===== config.mk =====
export PLATFORM = sky130hd
export DESIGN_NAME = inst_fetch_buf
export DESIGN_NICKNAME = d
export VERILOG_FILES = /design/src/rtl/inst_fetch_buf.sv
export SDC_FILE = /design/constraint.sdc
export NUM_CORES = 1
export LEC_CHECK = 0
export ABC_AREA = 0
export CORE_AREA = 2 2 121 123
export CTS_BUF_LIST = sky130_fd_sc_hd__clkbuf_4 sky130_fd_sc_hd__clkbuf_8
export CTS_CLUSTER_DIAMETER = 100
export DETAILED_ROUTE_END_ITERATION = 10
export DIE_AREA = 0 0 123 125
export DONT_BUFFER_PORTS = 1
export GPL_TIMING_DRIVEN = 0
export PLACE_DENSITY = 0.7
export SLEW_MARGIN = 0
export SYNTH_ARGS = -nofsm -noshare
export SYNTH_HDL_FRONTEND = slang
export SYNTH_SLANG_ARGS = --single-unit

===== constraint.sdc =====
create_clock -name clk -period 6.5 [get_ports clk]
set_input_delay 0.975 -clock clk [delete_from_list [all_inputs] [get_ports clk]]
set_output_delay 0.975 -clock clk [all_outputs]
set_load 0.05 [all_outputs]

===== src/rtl/inst_fetch_buf.sv =====
// rtl/inst_fetch_buf.sv - instruction fetch stage with prefetch FIFO and redirect
// Optional same-cycle bypass from mem_rdata to decode under FETCH_BYPASS_EN.
module inst_fetch_buf #(
    parameter int          ADDR_WIDTH = 10,
    parameter logic [31:0] RESET_PC   = 32'h0,
    parameter int          DEPTH      = 2
) (
    input  logic                  clk,
    input  logic                  rst_n,
    output logic [ADDR_WIDTH-1:0] mem_raddr,
    output logic                  mem_rden,
    input  logic [31:0]           mem_rdata,
    output logic                  inst_valid,
    input  logic                  inst_ready,
    output logic [31:0]           inst,
    output logic [31:0]           inst_pc,
    input  logic                  redirect,
    input  logic [31:0]           redirect_pc
);

    localparam int PW = (DEPTH > 1) ? $clog2(DEPTH) : 1;
    localparam int CW = $clog2(DEPTH + 1);
    localparam logic [CW-1:0] FULL = CW'(DEPTH);

    logic [31:0] fpc_q, fpc_d;
    logic [PW-1:0] head_q, head_d, tail_q, tail_d;
    logic [CW-1:0] count_q, count_d;
    logic [63:0] fifo_q [DEPTH];
    logic [63:0] fifo_d [DEPTH];

    logic not_full, empty, fetch, pop, push, fifo_pop;
    logic [63:0] head_word;
    logic [1:0] unused_rpc_low;

    assign unused_rpc_low = redirect_pc[1:0];

    // A full FIFO always presents a valid head, so "pop" reduces to inst_ready
    // there; this keeps fetch independent of inst_valid and avoids a loop.
    always_comb begin
        not_full  = (count_q != FULL);
        empty     = (count_q == '0);
        fetch     = rst_n & ~redirect & (not_full | inst_ready);
        head_word = fifo_q[head_q];
`ifdef FETCH_BYPASS_EN
        inst_valid = ~empty | fetch;
        if (!empty) begin
            inst    = head_word[31:0];
            inst_pc = head_word[63:32];
        end else if (fetch) begin
            inst    = mem_rdata;
            inst_pc = fpc_q;
        end else begin
            inst    = '0;
            inst_pc = '0;
        end
        pop  = inst_valid & inst_ready;
        push = fetch & ~(empty & inst_ready);
`else
        inst_valid = ~empty;
        inst       = empty ? 32'h0 : head_word[31:0];
        inst_pc    = empty ? 32'h0 : head_word[63:32];
        pop        = inst_valid & inst_ready;
        push       = fetch;
`endif
        fifo_pop  = pop & ~empty;
        mem_rden  = fetch;
        mem_raddr = fpc_q[ADDR_WIDTH+1:2];
    end

    always_comb begin
        fifo_d = fifo_q;
        if (push) begin
            fifo_d[tail_q] = {fpc_q, mem_rdata};
        end
        if (redirect) begin
            fpc_d   = {redirect_pc[31:2], 2'b00};
            count_d = '0;
            head_d  = '0;
            tail_d  = '0;
        end else begin
            fpc_d   = fetch ? fpc_q + 32'd4 : fpc_q;
            count_d = count_q + CW'(push) - CW'(fifo_pop);
            head_d  = head_q + PW'(fifo_pop);
            tail_d  = tail_q + PW'(push);
        end
    end

    always_ff @(posedge clk or negedge rst_n) begin
        if (!rst_n) begin
            fpc_q   <= {RESET_PC[31:2], 2'b00};
            count_q <= '0;
            head_q  <= '0;
            tail_q  <= '0;
            for (int i = 0; i < DEPTH; i++) begin
                fifo_q[i] <= '0;
            end
        end else begin
            fpc_q   <= fpc_d;
            count_q <= count_d;
            head_q  <= head_d;
            tail_q  <= tail_d;
            fifo_q  <= fifo_d;
        end
    end

endmodule


==> metrics.cfg <==
[min_path]
min-delay-path-class = in -> async

[global_routing]
gr-total-overflow = 0
grt_max_degree = 164
grt_pass1_wl_mm = 27.1
grt_use_total_pct = 22.8
grt_pass1_vias = 5256
antenna_found_initial = 0

[synth]
ys.warnings.count = 0
synthFlopType = dfrtp_1
seq_area_frac_synth_pct = 51.9
syn_inst = 648
ys_types = 39
syn_avg_cell_area_um2 = 11.7
async_flop_share_pct = 100
syn_area_um2 = 7610
synth_edf_count = 0
synth_seq_cells = 158

[power]
leakage_nw = 3.29
peakVddDrop_uv = 214
power_mw = 3.89
power_density_nw_per_um2 = 472

[clocking]
cts_tree = done
htreeDepth = 4
cts_num_sinks = 158
cts_inserted_buffers = 17
holdBufCountCts = 0
post_cts_buffers = 0
clk_pin_slew_ns = 0.08
clkLatencyLatePin_ns = 0.46
root_buffer = clkbuf_8
cts_resized = 0
cts_max_path_buffers = 2

[floorplan]
coreArea_um2 = 14200
die_y_um = 125
die_area_um2 = 15400
initial_utilization_pct = 53.6
ios = 144
fp.dieW_um = 123
row_count = 44

[layout]
synthToLayoutAreaGrowth_pct = 8.18
utilization_pct = 58.0
layout.nets = 741
drive_gt1_share_pct = 25.4
insertedDiodeCount = 0
fin_cells = 865

[timing]
drv_slew = 0
final.setup_skew_ns = 0.0187
fin_crit_sh_pct = 63.5
final.setup.tns_ns = 0
rsz0062_at_grt = false
slew_headroom_pct = 17.4
fmax_mhz = 242
setup-violations-final = 0
hold_viol = 0
worst_pin_slew_ns = 1.23
min_period_ns = 4.13

[route]
final_antenna_net_count = 0
routed_wl_mm = 16.8
routedWlPerCell_um = 19.4
dr.pass1.iters = 5
drtIter0Drc = 421
drc = 0
num_vias = 5079
avgViaCountPerCell = 5.87

[worst_setup_path]
worstPathArrival_ns = 4.46
crit_slowest_cell = nor2_1
critPathMaxStageDelay_ns = 1.00
crit_path_start_kind = primary input
crit_required_ns = 6.83
cp-end-kind = flip-flop
path_cells = clkbuf_1 -> clkbuf_1 -> clkbuf_1 -> nor2_1 -> ha_1 -> clkbuf_1 -> clkbuf_1 -> mux2_2
cpMostUsedCell = clkbuf_1
crit_fanout = 10
criticalPathCategory = in -> reg

[run]
maxCapViolations = 0

[placement]
dp_cells = 833
dp.final_hpwl_mm = 11.9
port_buffers = 0
place_congestion = 0.785

[outcome]
status = finished, final reports clean

[where the power goes]
part | switching (mW) | internal [mW]
Combinational | 1.17 | 0.486
Sequential | 0.196 | 1.33
Clock | 0.355 | 0.351
[Yosys cell counts (all sizes together), types with 2 or more instances]
master	count	area share (%)
buf	18	1.6
xnor2	6	0.69
o31ai	13	1.3
clkbuf	34	1.7
nor2	82	4.0
nand4	8	0.74
nor2b	4	0.33
nor3	3	0.20
or4b	2	0.26
mux2i	63	8.3
mux2	125	18
and3	4	0.33
or3	4	0.33
xor2	6	0.69
nand3	15	0.99
ha	5	0.82
inv	6	0.30
o21ai	13	0.85
a31oi	14	1.2
dfrtp	158	52
o211ai	3	0.30
nand2	27	1.3
nand2b	2	0.16
a22oi	2	0.20
or4	22	2.2
[final timing paths]
kind                            start     endpoint  slack (ns)  cells after the start
max                          redirect  fifo_q[120]        2.37                      8
min                             rst_n    fifo_q[3]        0.21                      0
max reg2reg                count_q[1]  fifo_q[120]        2.83                      7
min reg2reg                fifo_q[80]   fifo_q[80]        0.51                      1
max in group asynchronous       rst_n   fifo_q[82]        6.06                      0
min in group clk           fifo_q[80]   fifo_q[80]        0.51                      1
[state kept, by name (all words and copies together), names as in the netlist]
register	flops
count_q	2
tail_q	1
fpc_q	30
fifo_q	124
head_q	1
[routing by layer]
metal  GRT usage (%)  up-vias  wire [um]
met5               0        -          0
met4            9.02        0        383
met3            7.30       24       1380
met2            36.2      170       8270
met1            28.9     2545       6750
li1                -     2340          -
[layout make-up]
cell class                      instances  area, um2
Tap cell                              184        230
Fill cell                            1178       5970
Sequential cell                       158       3950
Multi-Input combinational cell        433       3390
Buffer                                 52        248
Inverter                                6       22.5
Clock inverter                          9       85.1
Clock buffer                           23        304
[kinds of logic after synthesis]
kind of cell    share of synthesized area (%)
mux                                      26.8
simple gates                             11.5
buf+inv                                  3.55
flops                                    51.9
compound gates                           3.99
other cells                            0.0493
xor+xnor                                 1.38
fa+ha+maj                               0.822
[per-stage QoR]
stage	area (um2)	hold slack, ns	worst slack (ns)
2_1_floorplan	7620	0.480	2.81
3_3_place_gp	7850	0.488	1.94
3_5_place_dp	7850	0.494	1.90
4_1_cts	8240	0.185	2.39
5_1_grt	8240	0.178	2.16
6_report	8240	0.205	2.37
[worst max-delay path, delay by kind of cell]
family	cells	cell delay, ns
fa+ha+maj	1	0.29
mux	1	0.41
buf+inv	5	1.77
simple gates	1	1.00
[placed cells by master (no fill, tap or decap), types with 3 or more instances in the layout]
cell and instances:
a31oi_1 14, o211ai_1 3, xnor2_1 6, nand2_1 27
or4_1 21, clkbuf_1 34, nor2b_1 4, or3_1 4
clkbuf_8 21, inv_1 6, nand4_1 7, ha_1 5
clkinvlp_4 3, o31ai_1 13, o21ai_0 10, dfrtp_1 158
buf_1 5, clkinv_2 3, xor2_1 6, and3_1 4
mux2i_1 63, mux2_2 125, buf_4 12, nor2_1 82
nand3_1 15, o21ai_1 3, nor3_1 3
No activity file was read; power rests on OpenSTA's default activity.
